**config.mk**
```make
export PLATFORM = sky130hd
export DESIGN_NAME = fetch_modrm_sib_parser_flat
export DESIGN_NICKNAME = d
export VERILOG_FILES = /design/src/rtl/fetch_modrm_sib_parser_pkg.sv /design/src/rtl/fetch_modrm_sib_parser_if.sv /design/src/rtl/fetch_modrm_sib_parser_le_accum.sv /design/src/rtl/fetch_modrm_sib_parser.sv /design/src/flat_wrapper.sv
export SDC_FILE = /design/constraint.sdc
export NUM_CORES = 1
export LEC_CHECK = 0
export CORE_UTILIZATION = 45
export DETAILED_ROUTE_END_ITERATION = 10
export MAX_ROUTING_LAYER = met4
export PLACE_DENSITY = 0.7
export SETUP_SLACK_MARGIN = 0.1
export SKIP_LAST_GASP = 1
export SLEW_MARGIN = 20
export SYNTH_ARGS = -nofsm -noshare
export SYNTH_HDL_FRONTEND = slang
export SYNTH_HIERARCHICAL = 1
export SYNTH_SLANG_ARGS = --single-unit
```
**constraint.sdc**
```tcl
create_clock -name clk -period 12.64 [get_ports clk]
set_clock_uncertainty 0.05 [all_clocks]
set_input_delay 2.528 -clock clk [delete_from_list [all_inputs] [get_ports clk]]
set_output_delay 2.528 -clock clk [all_outputs]
set_load 0.05 [all_outputs]
```
**src/rtl/fetch_modrm_sib_parser_pkg.sv**
```systemverilog
// Shared types and encodings for the ModR/M/SIB operand parser.
// Combinational definitions only; no latency.
// No flow control here; see the parser and accumulator.
package fetch_pkg;

  typedef enum logic [2:0] {
    IDLE  = 3'd0,
    MODRM = 3'd1,
    SIB   = 3'd2,
    DISP  = 3'd3,
    IMM   = 3'd4,
    DONE  = 3'd5
  } state_e;

  // Register encodings that change addressing meaning
  localparam logic [3:0] RSP_ENC = 4'b0100;  // SIB index "none"
  localparam logic [2:0] RBP_LOW = 3'b101;   // disp32 / no-base forms
  localparam logic [2:0] SIB_RM  = 3'b100;   // rm value that pulls in a SIB byte

  // Legal immediate sizes in bytes
  localparam logic [3:0] IMM_SZ_0 = 4'd0;
  localparam logic [3:0] IMM_SZ_1 = 4'd1;
  localparam logic [3:0] IMM_SZ_2 = 4'd2;
  localparam logic [3:0] IMM_SZ_4 = 4'd4;
  localparam logic [3:0] IMM_SZ_8 = 4'd8;

  // Operand descriptor; wide fields are held at 64 bits and trimmed at the port
  typedef struct packed {
    logic [3:0]  reg_num;
    logic        rm_is_reg;
    logic [3:0]  base;
    logic [3:0]  index;
    logic        base_none;
    logic        index_none;
    logic [1:0]  scale;
    logic        rip_rel;
    logic [63:0] disp;
    logic [63:0] imm;
    logic        dst_rm;
    logic [63:0] pc;
    logic [3:0]  len;
    logic        err;
  } desc_t;

  function automatic logic imm_size_legal(input logic [3:0] sz);
    return (sz == IMM_SZ_0) || (sz == IMM_SZ_1) || (sz == IMM_SZ_2) ||
           (sz == IMM_SZ_4) || (sz == IMM_SZ_8);
  endfunction

endpackage

```
**src/rtl/fetch_modrm_sib_parser_if.sv**
```systemverilog
// Handshake bundle between opcode stage, byte fetch and micro-op generation.
// Wires only; no latency.
// Three independent valid/ready channels: start context, bytes, descriptor.
interface fetch_modrm_sib_parser_if #(parameter int ADDR_W = 64);
  logic              start_valid;
  logic              start_ready;
  logic [3:0]        start_rex;
  logic              start_dst_rm;
  logic [3:0]        start_imm_size;
  logic [ADDR_W-1:0] start_pc;
  logic              byte_valid;
  logic              byte_ready;
  logic [7:0]        byte_data;
  logic              out_valid;
  logic              out_ready;
  logic [3:0]        out_reg;
  logic              out_rm_is_reg;
  logic [3:0]        out_base;
  logic [3:0]        out_index;
  logic              out_base_none;
  logic              out_index_none;
  logic [1:0]        out_scale;
  logic              out_rip_rel;
  logic [ADDR_W-1:0] out_disp;
  logic [ADDR_W-1:0] out_imm;
  logic              out_dst_rm;
  logic [ADDR_W-1:0] out_pc;
  logic [3:0]        out_len;
  logic              out_err;

  // Upstream/downstream side (drives context and bytes, consumes descriptors)
  modport master (
    output start_valid, start_rex, start_dst_rm, start_imm_size, start_pc,
    output byte_valid, byte_data, out_ready,
    input  start_ready, byte_ready, out_valid, out_reg, out_rm_is_reg,
    input  out_base, out_index, out_base_none, out_index_none, out_scale,
    input  out_rip_rel, out_disp, out_imm, out_dst_rm, out_pc, out_len, out_err
  );

  // Parser side
  modport slave (
    input  start_valid, start_rex, start_dst_rm, start_imm_size, start_pc,
    input  byte_valid, byte_data, out_ready,
    output start_ready, byte_ready, out_valid, out_reg, out_rm_is_reg,
    output out_base, out_index, out_base_none, out_index_none, out_scale,
    output out_rip_rel, out_disp, out_imm, out_dst_rm, out_pc, out_len, out_err
  );
endinterface

```
**src/rtl/fetch_modrm_sib_parser_le_accum.sv**
```systemverilog
// Little-endian byte accumulator with target length and sign extension.
// val_o/last_o are combinational over the byte being accepted this cycle.
// No backpressure of its own; caller gates byte_vld_i with its handshake.
module fetch_le_accum (
  input  logic        clk,
  input  logic        rst,
  input  logic        ld_i,
  input  logic [3:0]  ld_len_i,
  input  logic        byte_vld_i,
  input  logic [7:0]  byte_dat_i,
  output logic        last_o,
  output logic [63:0] val_o
);
  logic [63:0] acc_q, acc_d;
  logic [3:0]  cnt_q;
  logic [3:0]  tgt_q;

  // Merge the incoming byte at its little-endian slot and sign-extend by length
  always_comb begin
    acc_d = acc_q;
    acc_d[{cnt_q[2:0], 3'b000} +: 8] = byte_dat_i;
    last_o = ((cnt_q + 4'd1) == tgt_q);
    case (tgt_q)
      4'd1:    val_o = {{56{acc_d[7]}}, acc_d[7:0]};
      4'd2:    val_o = {{48{acc_d[15]}}, acc_d[15:0]};
      4'd4:    val_o = {{32{acc_d[31]}}, acc_d[31:0]};
      default: val_o = acc_d;
    endcase
  end

  // Load restarts a field (wins over a byte the same cycle); bytes shift in otherwise
  always_ff @(posedge clk or posedge rst) begin
    if (rst) begin
      acc_q <= '0;
      cnt_q <= '0;
      tgt_q <= '0;
    end else if (ld_i) begin
      acc_q <= '0;
      cnt_q <= '0;
      tgt_q <= ld_len_i;
    end else if (byte_vld_i) begin
      acc_q <= acc_d;
      cnt_q <= cnt_q + 4'd1;
    end
  end
endmodule

```
**src/rtl/fetch_modrm_sib_parser.sv**
```systemverilog
// Sequential ModR/M, SIB, displacement and immediate parser, one byte per cycle.
// Descriptor valid on the edge after the final byte; N bytes take >= N+1 cycles.
// Holds DONE while out_ready is low; flush drops the parse and refuses inputs.
module fetch_modrm_sib_parser
  import fetch_pkg::*;
#(
  parameter int ADDR_W  = 64,
  parameter int RIP_REL = 1
) (
  input  logic                     clk,
  input  logic                     rst,
  input  logic                     flush,
  fetch_modrm_sib_parser_if.slave  io
);
  state_e      state_q, state_d;
  desc_t       desc_q;
  logic [1:0]  mod_q;
  logic [3:0]  imm_sz_q;
  logic [2:0]  rex_q;        // {R, X, B}
  logic        start_fire, byte_fire;
  logic        acc_ld, acc_last, acc_byte;
  logic [3:0]  acc_len;
  logic [63:0] acc_val;
  logic        need_disp, tail;
  logic [3:0]  disp_len;
  logic [1:0]  b_mod;
  logic [2:0]  b_mid, b_low;

  assign b_mod = io.byte_data[7:6];
  assign b_mid = io.byte_data[5:3];
  assign b_low = io.byte_data[2:0];

  assign io.start_ready = !flush && (state_q == IDLE || (state_q == DONE && io.out_ready));
  assign io.byte_ready  = !flush && (state_q == MODRM || state_q == SIB ||
                                     state_q == DISP  || state_q == IMM);
  assign start_fire = io.start_valid && io.start_ready;
  assign byte_fire  = io.byte_valid && io.byte_ready;
  assign acc_byte   = byte_fire && (state_q == DISP || state_q == IMM);

  fetch_le_accum u_acc (
    .clk        (clk),
    .rst        (rst),
    .ld_i       (acc_ld),
    .ld_len_i   (acc_len),
    .byte_vld_i (acc_byte),
    .byte_dat_i (io.byte_data),
    .last_o     (acc_last),
    .val_o      (acc_val)
  );

  // Next state, plus loading the accumulator with the length of the field entered next
  always_comb begin
    state_d   = state_q;
    acc_ld    = 1'b0;
    acc_len   = 4'd0;
    need_disp = 1'b0;
    disp_len  = 4'd0;
    tail      = 1'b0;
    case (state_q)
      IDLE:  if (start_fire) state_d = MODRM;
      MODRM: if (byte_fire) begin
        if (b_mod == 2'b11)                            tail = 1'b1;
        else if (b_low == SIB_RM)                      state_d = SIB;
        else if (b_mod == 2'b01)                       begin need_disp = 1'b1; disp_len = 4'd1; end
        else if (b_mod == 2'b10 || b_low == RBP_LOW)   begin need_disp = 1'b1; disp_len = 4'd4; end
        else                                           tail = 1'b1;
      end
      SIB:   if (byte_fire) begin
        if (mod_q == 2'b01)                            begin need_disp = 1'b1; disp_len = 4'd1; end
        else if (mod_q == 2'b10 || b_low == RBP_LOW)   begin need_disp = 1'b1; disp_len = 4'd4; end
        else                                           tail = 1'b1;
      end
      DISP:  if (byte_fire && acc_last) tail = 1'b1;
      IMM:   if (byte_fire && acc_last) state_d = DONE;
      DONE:  if (io.out_ready) state_d = start_fire ? MODRM : IDLE;
      default: state_d = IDLE;
    endcase
    if (tail) begin
      if (imm_sz_q != IMM_SZ_0) begin
        state_d = IMM;
        acc_ld  = 1'b1;
        acc_len = imm_sz_q;
      end else begin
        state_d = DONE;
      end
    end
    if (need_disp) begin
      state_d = DISP;
      acc_ld  = 1'b1;
      acc_len = disp_len;
    end
    if (flush) begin
      state_d = IDLE;
      acc_ld  = 1'b0;
    end
  end

  // State register and descriptor assembly; fields default to "no SIB parsed"
  always_ff @(posedge clk or posedge rst) begin
    if (rst) begin
      state_q  <= IDLE;
      desc_q   <= '0;
      mod_q    <= '0;
      imm_sz_q <= '0;
      rex_q    <= '0;
    end else begin
      state_q <= state_d;
      if (start_fire) begin
        desc_q            <= '0;
        desc_q.index_none <= 1'b1;
        desc_q.dst_rm     <= io.start_dst_rm;
        desc_q.pc         <= 64'(io.start_pc);
        desc_q.err        <= !imm_size_legal(io.start_imm_size);
        imm_sz_q          <= imm_size_legal(io.start_imm_size) ? io.start_imm_size : IMM_SZ_0;
        rex_q             <= io.start_rex[2:0];
      end
      if (byte_fire) begin
        desc_q.len <= desc_q.len + 4'd1;
        case (state_q)
          MODRM: begin
            mod_q          <= b_mod;
            desc_q.reg_num <= {rex_q[2], b_mid};
            if (b_mod == 2'b11) begin
              desc_q.rm_is_reg <= 1'b1;
              desc_q.base      <= {rex_q[0], b_low};
            end else if (b_mod == 2'b00 && b_low == RBP_LOW) begin
              desc_q.base_none <= 1'b1;
              desc_q.rip_rel   <= (RIP_REL != 0);
            end else if (b_low != SIB_RM) begin
              desc_q.base <= {rex_q[0], b_low};
            end
          end
          SIB: begin
            desc_q.scale <= b_mod;
            if ({rex_q[1], b_mid} != RSP_ENC) begin
              desc_q.index_none <= 1'b0;
              desc_q.index      <= {rex_q[1], b_mid};
            end
            if (mod_q == 2'b00 && b_low == RBP_LOW) desc_q.base_none <= 1'b1;
            else                                    desc_q.base      <= {rex_q[0], b_low};
          end
          DISP: if (acc_last) desc_q.disp <= acc_val;
          IMM:  if (acc_last) desc_q.imm  <= acc_val;
          default: ;
        endcase
      end
    end
  end

  assign io.out_valid      = (state_q == DONE);
  assign io.out_reg        = desc_q.reg_num;
  assign io.out_rm_is_reg  = desc_q.rm_is_reg;
  assign io.out_base       = desc_q.base;
  assign io.out_index      = desc_q.index;
  assign io.out_base_none  = desc_q.base_none;
  assign io.out_index_none = desc_q.index_none;
  assign io.out_scale      = desc_q.scale;
  assign io.out_rip_rel    = desc_q.rip_rel;
  assign io.out_disp       = desc_q.disp[ADDR_W-1:0];
  assign io.out_imm        = desc_q.imm[ADDR_W-1:0];
  assign io.out_dst_rm     = desc_q.dst_rm;
  assign io.out_pc         = desc_q.pc[ADDR_W-1:0];
  assign io.out_len        = desc_q.len;
  assign io.out_err        = desc_q.err;
endmodule

```
**src/flat_wrapper.sv**
```systemverilog
// flat-port wrapper written by rule: the top's interface ports become plain ports
module fetch_modrm_sib_parser_flat import fetch_pkg::*;
#(
  parameter int ADDR_W  = 64,
  parameter int RIP_REL = 1
)
  (clk, rst, flush, io_start_valid, io_start_rex, io_start_dst_rm, io_start_imm_size, io_start_pc, io_byte_valid, io_byte_data, io_out_ready, io_start_ready, io_byte_ready, io_out_valid, io_out_reg, io_out_rm_is_reg, io_out_base, io_out_index, io_out_base_none, io_out_index_none, io_out_scale, io_out_rip_rel, io_out_disp, io_out_imm, io_out_dst_rm, io_out_pc, io_out_len, io_out_err);
  fetch_modrm_sib_parser_if #(.ADDR_W(ADDR_W)) io_i ();
  input  logic clk;
  input  logic rst;
  input  logic flush;
  input wire logic [$bits(io_i.start_valid)-1:0] io_start_valid;
  input wire logic [$bits(io_i.start_rex)-1:0] io_start_rex;
  input wire logic [$bits(io_i.start_dst_rm)-1:0] io_start_dst_rm;
  input wire logic [$bits(io_i.start_imm_size)-1:0] io_start_imm_size;
  input wire logic [$bits(io_i.start_pc)-1:0] io_start_pc;
  input wire logic [$bits(io_i.byte_valid)-1:0] io_byte_valid;
  input wire logic [$bits(io_i.byte_data)-1:0] io_byte_data;
  input wire logic [$bits(io_i.out_ready)-1:0] io_out_ready;
  output wire logic [$bits(io_i.start_ready)-1:0] io_start_ready;
  output wire logic [$bits(io_i.byte_ready)-1:0] io_byte_ready;
  output wire logic [$bits(io_i.out_valid)-1:0] io_out_valid;
  output wire logic [$bits(io_i.out_reg)-1:0] io_out_reg;
  output wire logic [$bits(io_i.out_rm_is_reg)-1:0] io_out_rm_is_reg;
  output wire logic [$bits(io_i.out_base)-1:0] io_out_base;
  output wire logic [$bits(io_i.out_index)-1:0] io_out_index;
  output wire logic [$bits(io_i.out_base_none)-1:0] io_out_base_none;
  output wire logic [$bits(io_i.out_index_none)-1:0] io_out_index_none;
  output wire logic [$bits(io_i.out_scale)-1:0] io_out_scale;
  output wire logic [$bits(io_i.out_rip_rel)-1:0] io_out_rip_rel;
  output wire logic [$bits(io_i.out_disp)-1:0] io_out_disp;
  output wire logic [$bits(io_i.out_imm)-1:0] io_out_imm;
  output wire logic [$bits(io_i.out_dst_rm)-1:0] io_out_dst_rm;
  output wire logic [$bits(io_i.out_pc)-1:0] io_out_pc;
  output wire logic [$bits(io_i.out_len)-1:0] io_out_len;
  output wire logic [$bits(io_i.out_err)-1:0] io_out_err;
  assign io_i.start_valid = io_start_valid;
  assign io_i.start_rex = io_start_rex;
  assign io_i.start_dst_rm = io_start_dst_rm;
  assign io_i.start_imm_size = io_start_imm_size;
  assign io_i.start_pc = io_start_pc;
  assign io_i.byte_valid = io_byte_valid;
  assign io_i.byte_data = io_byte_data;
  assign io_i.out_ready = io_out_ready;
  assign io_start_ready = io_i.start_ready;
  assign io_byte_ready = io_i.byte_ready;
  assign io_out_valid = io_i.out_valid;
  assign io_out_reg = io_i.out_reg;
  assign io_out_rm_is_reg = io_i.out_rm_is_reg;
  assign io_out_base = io_i.out_base;
  assign io_out_index = io_i.out_index;
  assign io_out_base_none = io_i.out_base_none;
  assign io_out_index_none = io_i.out_index_none;
  assign io_out_scale = io_i.out_scale;
  assign io_out_rip_rel = io_i.out_rip_rel;
  assign io_out_disp = io_i.out_disp;
  assign io_out_imm = io_i.out_imm;
  assign io_out_dst_rm = io_i.out_dst_rm;
  assign io_out_pc = io_i.out_pc;
  assign io_out_len = io_i.out_len;
  assign io_out_err = io_i.out_err;
  fetch_modrm_sib_parser #(.ADDR_W(ADDR_W), .RIP_REL(RIP_REL)) u_core (.clk(clk), .rst(rst), .flush(flush), .io(io_i));
endmodule
```
Word level (Yosys, flattened, before mapping)
Cells that the tools add are included.

word-level totals
  register bits = 300
  bits in latches = 0
  RAM bits = 0
  memory bits (read-only) = 0
  bits of input ports = 87
  logic and storage cells = 166
  memories = 0

operators by class
  $add $sub $neg = 3
  $mul = 0
  divide/modulo/power cells = 0
  magnitude comparators = 0
  equal/unequal tests = 29
  shift operators = 2
  mux-type cells = 79
  bitwise operators = 0
  reduce and logical (&&, ||, !) cells = 32

operators by type and width
  cell                                                  number
  2-to-1 mux 64 bit                                     6
  2-to-1 mux 216 bit                                    1
  one-hot mux 64 bit (3 select lines)                   1
  2-to-1 mux 146 bit                                    1
  2-to-1 mux 4 bit                                      19
  bitwise mux 64 bit                                    1
  variable shift 8 x 8 -> 64 bit, first input constant  1
  indexed part select 8 x 8 -> 64 bit                   1
  2-to-1 mux 3 bit                                      12
  2-to-1 mux 1 bit                                      31
  != test 5 x 3 -> 1 bit, second input constant         4
  one-hot mux 4 bit (2 select lines)                    2
  one-hot mux 3 bit (5 select lines)                    1
  equality test 3 bit, second input constant            4
  logical OR 1 bit                                      11
  != test 5 x 2 -> 1 bit, second input constant         2
  logical AND 1 bit                                     9
  adder 4 x 1 -> 4 bit, second input constant           2
  equality test 4 x 1 -> 1 bit, second input constant   2
  equality test 4 x 2 -> 1 bit, second input constant   2
  equality test 4 x 3 -> 1 bit, second input constant   2
  negation 6 -> 8 bit                                   1
  AND reduction 7 bit                                   1
  equality test 2 bit, second input constant            3
  19 further kinds                                      25

Longest topological paths before layout
Gate-level depths: netlist of run 1.

  depth after elaboration = 13
  depth in mapped cells = 12
  gate-level depth less buffers = 9

By module
Netlist of run 1, hierarchy kept.

modules (own cells, without submodules)
  module                  instances  cells each  area an instance (µm²)  sequential area each (µm²)
  fetch_modrm_sib_parser  1          912         9107.5                  5705.5
  fetch_le_accum          1          456         4546.9                  1801.7

Worst setup path after synthesis of run 1
Ideal clock, no wire load.

  path type = input port to output port
  start point = in flush
  end point = out io_byte_ready
  arrival = 3501 ps
  setup slack = 6561 ps
  stages = 2
  path through = clkbuf_1 > a21oi_1

on the way
  longest elaborated chain between the ends = 2

RTL lines
  what               RTL line                      text
  from (decl)        flat_wrapper.sv:11            input logic flush;
  zero test 1 bit    fetch_modrm_sib_parser.sv:34  assign io.byte_ready = !flush && (state_q == MODRM || state_q == SIB ||
  logical AND 1 bit  fetch_modrm_sib_parser.sv:34
  to (decl)          flat_wrapper.sv:21            output wire logic [$bits(io_i.byte_ready)-1:0] io_byte_ready;

Every way passes these cells.

Final worst setup path of run 1
  start point = in flush
  end point = out io_start_ready

on the way
  longest elaborated chain between the ends = 2

RTL lines
  what               RTL line                      text
  zero test 1 bit    fetch_modrm_sib_parser.sv:33  assign io.start_ready = !flush && (state_q == IDLE || (state_q == DONE && io.out_ready));
  logical AND 1 bit  fetch_modrm_sib_parser.sv:33
  to (decl)          flat_wrapper.sv:20            output wire logic [$bits(io_i.start_ready)-1:0] io_start_ready;

Every way passes these cells.

==> results.tsv, run 1 <==
stage	metric	value	unit
setup_path	CP Data Required Time	10.06	ns
pwr	leakage power	8.332	nW
timing	Final Max Tran Viols	0	
logic_synthesis	Main synth FF type	dfrtp_1	
setup_path	Setup crit end kind	primary output	
timing	RSZ-0062 raised after global routing	false	
setup_path	Crit. path cell count	4	
setup_path	WP buf/inv	2	
logic_synthesis	Post-synth EDFFs	0	
place	DP Worst Slack	5.642	ns
global_route	vias in the first global route	11490	
logic_synthesis	Avg Cell Area, Syn	9.981	um^2
timing	final setup fails	0	
pwr	Total Power	3.507	mW
routing	DR iter-0 viols	799	
cells_and_area	share of cells above drive strength 1	7.720	%
logic_synthesis	syn nets	1460	
routing	Via density	5.485	
setup_path	WS Path Type	in2out	
clock_network	root buf cell	clkbuf_16	
timing	fmax	142.2	MHz
clock_network	CTS tree	built	
pwr	Switching Share	39.03	%
place	PortBufs	304	
global_route	GRT Overall Usage	25.60	%
clock_network	Clock Pin Slew Worst Setup and Hold Paths	0.05	ns
setup_path	Worst setup SP type	input pin	
min_path	Hold WC Path Type	reg2reg	
clock_network	cts hold-fix bufs	0	
global_route	Overflow after GRT	0	
clock_network	number of CTS-inserted buffers	34	
timing	setup ws final	5.610	ns
die	Die ar.	31040	um^2
global_route	pin count of the biggest net entering global routing	105	
clock_network	clk_lat worst skew	0.50	ns
global_route	initial antenna violation count	0	
timing	Final Hold Viols	0	
setup_path	CP arrival	4.45	ns
logic_synthesis	number of distinct library cells after synthesis	67	
routing	routed length per instance	18.48	um
routing	Total Routed Length	37.60	mm
clock_network	PostCTS Resize Cnt	0	
timing	WHS	0.4218	ns
pwr	combinational fraction of design power	37.6	%
min_path	worst hold stages	2	
routing	drc violations	0	
die	Placeable Area	29720	um^2
timing	setup_tns	0	ns
setup_path	FF-to-FF path depth	11	
cells_and_area	diodes inserted	0	
pwr	sequential power share	34.9	%
timing	Worst Tran Pin Value	1.065	ns
pwr	Cell Pwr Density	194.6	nW/um^2
place	GP Congestion	0.8138	
pwr	peak supply drop	0.0001995	V
logic_synthesis	Synth Register Bits	300	
routing	via count	11160	
setup_path	CP max FO	8	
pwr	Pint	2.138	mW
clock_network	clk buf depth	3	
logic_synthesis	Syn Inst Count	1368	
clock_network	clk sink count	300	
setup_path	Crit-path slowest cell	clkdlybuf4s50_1	
clock_network	H-tree depth	2	
die	num ports	306	
setup_path	most frequent cell on the critical path	clkdlybuf4s50_1	
setup_path	critical path's largest stage delay	0.82	ns
setup_path	CP Cell Sequence	clkdlybuf4s50_1, nor2_1, o21a_1, clkdlybuf4s50_1	
cells_and_area	final net count	1714	
logic_synthesis	ys async rst share	100.0	%
place	dpl hpwl	23.71	mm
routing	final antenna-violating net count	0	
logic_synthesis	synthesized area	13650	um^2
logic_synthesis	Synth Warn #	6	
setup_path	reg2reg setup slack	8.11	ns
pwr	clock power share	27.5	%
die	Die Ht	176.2	um
timing	Tcrit/Tclk final	55.62	%
die	Initial Utilization	45.95	%
pwr	Net Sw Power	1.369	mW
setup_path	largest delay contributor family on the critical path	buffers and inverters	
timing	Slew headroom	29.01	%
status	outcome	finished clean	
timing	Tmin final	7.030	ns
cells_and_area	layout overhead on the synthesized area	31.99	%
clock_network	setup bufs post-CTS	0	
logic_synthesis	register area share after synthesis	54.98	%
die	Die X	176.2	um
die	Core Rows	63	
flow_run	max-cap viol count	0	
routing	TritonRoute pass-1 iters	5	
global_route	first-pass GRT wire length	61.20	mm
[metal layers]
layer	GRT usage [%]	up-vias	wire length, um	share of wire [%]
li1	-	5203	-	-
met1	32.19	5519	16260	43
met2	42.62	401	18150	48
met3	5.189	38	2655	7.1
met4	5.580	0	539	1.4
met5	-	-	0	0
[synthesized netlist by cell type, types with 5 or more instances]
master,instances,share of area [%]
a21oi_1,32,1.2
a22o_1,68,4.4
buf_2,36,1.3
buf_4,8,0.44
buf_6,5,0.41
clkbuf_1,55,1.5
dfrtp_1,300,55
ha_1,5,0.46
inv_1,15,0.41
mux2_2,17,1.4
mux2i_1,89,6.5
nand2_1,389,11
nand2b_1,5,0.23
nand3_1,39,1.4
nor2_1,46,1.3
nor2b_1,7,0.32
o211a_1,10,0.73
o211ai_1,50,2.7
o21ai_0,92,3.4
or2_2,11,0.50
xnor2_1,7,0.45
[worst paths after layout]
| kind | from | end |
|---|---|---|
| max | flush | io_start_ready |
| min | u_core/io.out_pc[14] | u_core/io.out_pc[14] |
| min reg2reg | u_core/io.out_pc[14] | u_core/io.out_pc[14] |
| max in group asynchronous | rst | u_core/io.out_imm[29] |
| max reg2reg | u_core/u_acc/cnt_q[0] | u_core/u_acc/acc_q[5] |
| min in group asynchronous | rst | u_core/io.out_imm[61] |
[cells in the final DEF (no fill, tap or decap), types with 31 or more instances in the layout]
master           netlist  final
a21oi_1               32     31
a22o_1                68     68
clkbuf_16              0     35
clkdlybuf4s50_1        0    304
dfrtp_1              300    300
mux2i_1               89     89
nand2_1              389    388
nand3_1               39     39
nor2_1                46     45
o211ai_1              50     50
o21ai_0               92     91
[stage by stage]
| stage | instance area (um^2) | util (%) | instances |
|---|---|---|---|
| floorplan | 13650 | - | 1368 |
| global placement | 16900 | 56.86 | 1975 |
| detailed placement | 16900 | 56.86 | 1975 |
| CTS | 18000 | 60.56 | 2034 |
| global route | 18020 | 60.65 | 2035 |
| finish | 18020 | 60.65 | 2035 |
[cell families after synthesis]
| kind of cell | count (synthesis) | synth area share [%] |
|---|---|---|
| AOI/OAI and AO/OA | 283 | 14.32 |
| DFF | 300 | 54.98 |
| xor gates and xnor gates | 11 | 0.7056 |
| muxes | 107 | 8.036 |
| buffers and inverters | 123 | 4.206 |
| and+or+nand+nor | 537 | 17.14 |
| adders and majority gates | 7 | 0.6048 |
[worst register-to-register path, delay by kind of cell, from the launching register on]
kind / cells / cell delay, ns
adders and majority gates: 1 / 0.66
and+or+nand+nor: 2 / 0.85
AOI/OAI and AO/OA: 3 / 0.69
DFF: 1 / 0.61
xor gates and xnor gates: 1 / 0.14
buffers and inverters: 4 / 1.41
[cell type report]
cell class              count  area, um^2
fillers                  2505       11700
inverters                  16       67.56
flip-flops and latches    300        7507
repair buffers            325        3208
well taps                 390       488.0
clock buffers              55        1051
clock inverters             4       48.80
multi-input cells         945        5652
[power groups by stage]
stage                     clock network [mW]  logic (mW)  registers [mW]
after floorplan                            0       0.455            1.66
after global placement                     0        1.31            1.23
after detailed placement                   0        1.32            1.24
after global routing                    1.03        1.40            1.25
after CTS                              0.988        1.33            1.22
final                                  0.963        1.32            1.22
(Power assumes the default switching activity.)
==> run 2, diff against run 1 <==
==> constraint.sdc (replaced) <==
create_clock -name clk -period 6.73 [get_ports clk]
set_clock_uncertainty 0.05 [all_clocks]
set_input_delay 1.346 -clock clk [delete_from_list [all_inputs] [get_ports clk]]
set_output_delay 1.346 -clock clk [all_outputs]
set_load 0.05 [all_outputs]
==> run 2 against run 1 <==
Net effect: flip-flop and latch count stayed put; core utilization is 0.25 points higher; critical path type unchanged; clock power is 97% higher; highest routed layer unchanged.
==> results.tsv, run 2 (synthesis gave the netlist of run 1 again) <==
stage	metric	value	unit	change
status	outcome	finished clean		
timing	Slew headroom	29.49	%	+0.47 points
setup_path	WP buf/inv	2		unchanged
clock_network	Clock Pin Slew Worst Setup and Hold Paths	0.06	ns	about the same
die	num ports	306		unchanged
clock_network	PostCTS Resize Cnt	0		unchanged
pwr	Cell Pwr Density	369.8	nW/um^2	+90%
routing	via count	10980		-1.6%
place	GP Congestion	0.8500		+4.4%
cells_and_area	post-route cell area	18100	um^2	+0.41%
routing	drc violations	0		unchanged
cells_and_area	final net count	1715		+0.058%
routing	Total Routed Length	37.47	mm	-0.35%
cells_and_area	commonest non-fill, non-tap cell in the layout	nand2_1		
cells_and_area	most frequent cells in the layout	nand2_1, clkdlybuf4s50_1, dfrtp_1		
cells_and_area	diodes inserted	0		unchanged
clock_network	H-tree depth	2		unchanged
clock_network	number of CTS-inserted buffers	34		unchanged
die	Die ar.	31040	um^2	unchanged
setup_path	most frequent cell on the critical path	clkdlybuf4s50_1		
timing	final setup fails	0		unchanged
clock_network	clk sink count	300		unchanged
die	Die Ht	176.2	um	unchanged
clock_network	setup bufs post-CTS	0		unchanged
setup_path	largest delay contributor family on the critical path	buffers and inverters		
cells_and_area	layout overhead on the synthesized area	32.53	%	
global_route	pin count of the biggest net entering global routing	141		+34%
global_route	GRT Overall Usage	25.55	%	-0.052 points
global_route	Overflow after GRT	0		unchanged
routing	TritonRoute pass-1 iters	8		+3
timing	RSZ-0062 raised after global routing	false		
routing	DR iter-0 viols	790		-1.1%
die	Core Rows	63		unchanged
setup_path	Worst setup SP type	input pin		
flow_run	max-cap viol count	0		unchanged
die	Placeable Area	29720	um^2	unchanged
global_route	initial antenna violation count	0		unchanged
global_route	vias in the first global route	11100		-3.4%
clock_network	CTS tree	built		
setup_path	WS Path Type	in2out		
pwr	Total Power	6.692	mW	+91%
routing	final antenna-violating net count	0		unchanged
cells_and_area	Storage cell area	7507	um^2	unchanged
timing	Final Hold Viols	0		unchanged
pwr	peak supply drop	0.0004549	V	+130%
timing	Final Max Tran Viols	0		unchanged
timing	setup_tns	0	ns	unchanged
pwr	Net Sw Power	2.612	mW	+91%
clock_network	clk buf depth	3		unchanged
clock_network	root buf cell	clkbuf_16		
setup_path	CP Data Required Time	5.33	ns	-4.73 ns
cells_and_area	share of cells above drive strength 1	8.187	%	+0.47 points
place	Cell Area, Placed	16910	um^2	about the same
pwr	combinational fraction of design power	37.1	%	-0.5 points
setup_path	Crit-path slowest cell	clkdlybuf4s50_1		
place	PortBufs	304		unchanged
die	Initial Utilization	45.95	%	unchanged
pwr	Pint	4.080	mW	+91%
setup_path	CP max FO	8		unchanged
pwr	leakage power	8.373	nW	+0.49%
setup_path	CP arrival	3.23	ns	-1.22 ns
setup_path	critical path's largest stage delay	0.83	ns	about the same
global_route	first-pass GRT wire length	60.84	mm	-0.58%
cells_and_area	number of fillers in the final layout	2502		-0.12%
timing	Tcrit/Tclk final	68.71	%	
clock_network	cts hold-fix bufs	0		unchanged
timing	WHS	0.4191	ns	-0.002726 ns
pwr	sequential power share	34.4	%	-0.5 points
min_path	Hold WC Path Type	reg2reg		
routing	routed length per instance	18.38	um	-0.54%
setup_path	Setup crit end kind	primary output		
clock_network	clk_lat worst skew	0.51	ns	about the same
timing	Tmin final	4.624	ns	
die	Die X	176.2	um	unchanged
place	dpl hpwl	24.11	mm	+1.7%
pwr	Switching Share	39.03	%	about the same
timing	Worst Tran Pin Value	1.055	ns	-0.009855 ns
routing	Via density	5.387		-1.8%
pwr	clock power share	28.4	%	+0.9 points
cells_and_area	area occupied by multi-input gates	5643	um^2	-0.15%
setup_path	CP Cell Sequence	clkdlybuf4s50_1, nor2_1, o21a_1, clkdlybuf4s50_1		
timing	fmax	216.2	MHz	
## run 2: cell types whose count changed in the layout (fill, tap and decap cells not counted), moves of 2 or more
cell	previous run	this run
clkinvlp_4	0	2
clkbuf_8	10	8
clkinv_2	2	7
clkbuf_1	10	6
clkbuf_16	35	37
## run 2: worst min-delay path, delay by kind of cell (launching register included)
family | cells | cell delay [ns]
and+or+nand+nor | 2 | 0.10
DFF | 1 | 0.34
## run 2: path summary, 6_finish.rpt
| kind | slack (ns) | start | cells after the start | endpoint |
|---|---|---|---|---|
| setup / recovery | 2.11 | flush | 4 | io_start_ready |
| min in group asynchronous | 1.22 | rst | 2 | u_core/io.out_disp[62] |
| setup reg to reg | 2.22 | u_core/u_acc/cnt_q[0] | 10 | u_core/u_acc/acc_q[3] |
| hold / removal | 0.42 | u_core/io.out_pc[55] | 2 | u_core/io.out_pc[55] |
| hold reg to reg | 0.42 | u_core/io.out_pc[55] | 2 | u_core/io.out_pc[55] |
| max in group asynchronous | 4.22 | rst | 3 | u_core/io.out_disp[21] |
## run 2: per-layer routing
metal | up-vias | GRT usage, % | wire length [um]
li1 | 5207 | - | -
met1 | 5354 | 33.78 | 16570
met2 | 368 | 39.96 | 17520
met3 | 55 | 5.426 | 2600
met4 | 0 | 6.630 | 785
met5 | - | - | 0
## run 2: power groups by stage
stage	combinational, mW	clock, mW	sequential (mW)
after floorplan	0.856	0	3.12
after global placement	2.47	0	2.32
after detailed placement	2.48	0	2.33
after CTS	2.49	1.95	2.30
after global routing	2.63	2.03	2.35
final	2.48	1.90	2.30
## run 2: stage by stage
stage	utilization [%]	instances	setup slack [ns]
2_1_floorplan	-	1368	2.354
3_3_place_gp	56.92	1976	1.884
3_5_place_dp	56.92	1976	1.805
4_1_cts	60.85	2038	2.079
5_1_grt	60.89	2039	1.966
6_report	60.89	2039	2.106
## run 2: cell type report
cell class | instances | share of cell area, %
inverter | 16 | 0.3526
clock inverter | 11 | 0.6154
multi-input combinational | 945 | 31.18
timing repair buffer | 326 | 17.82
clock buffer | 51 | 5.849
sequential | 300 | 41.49
tap | 390 | 2.697
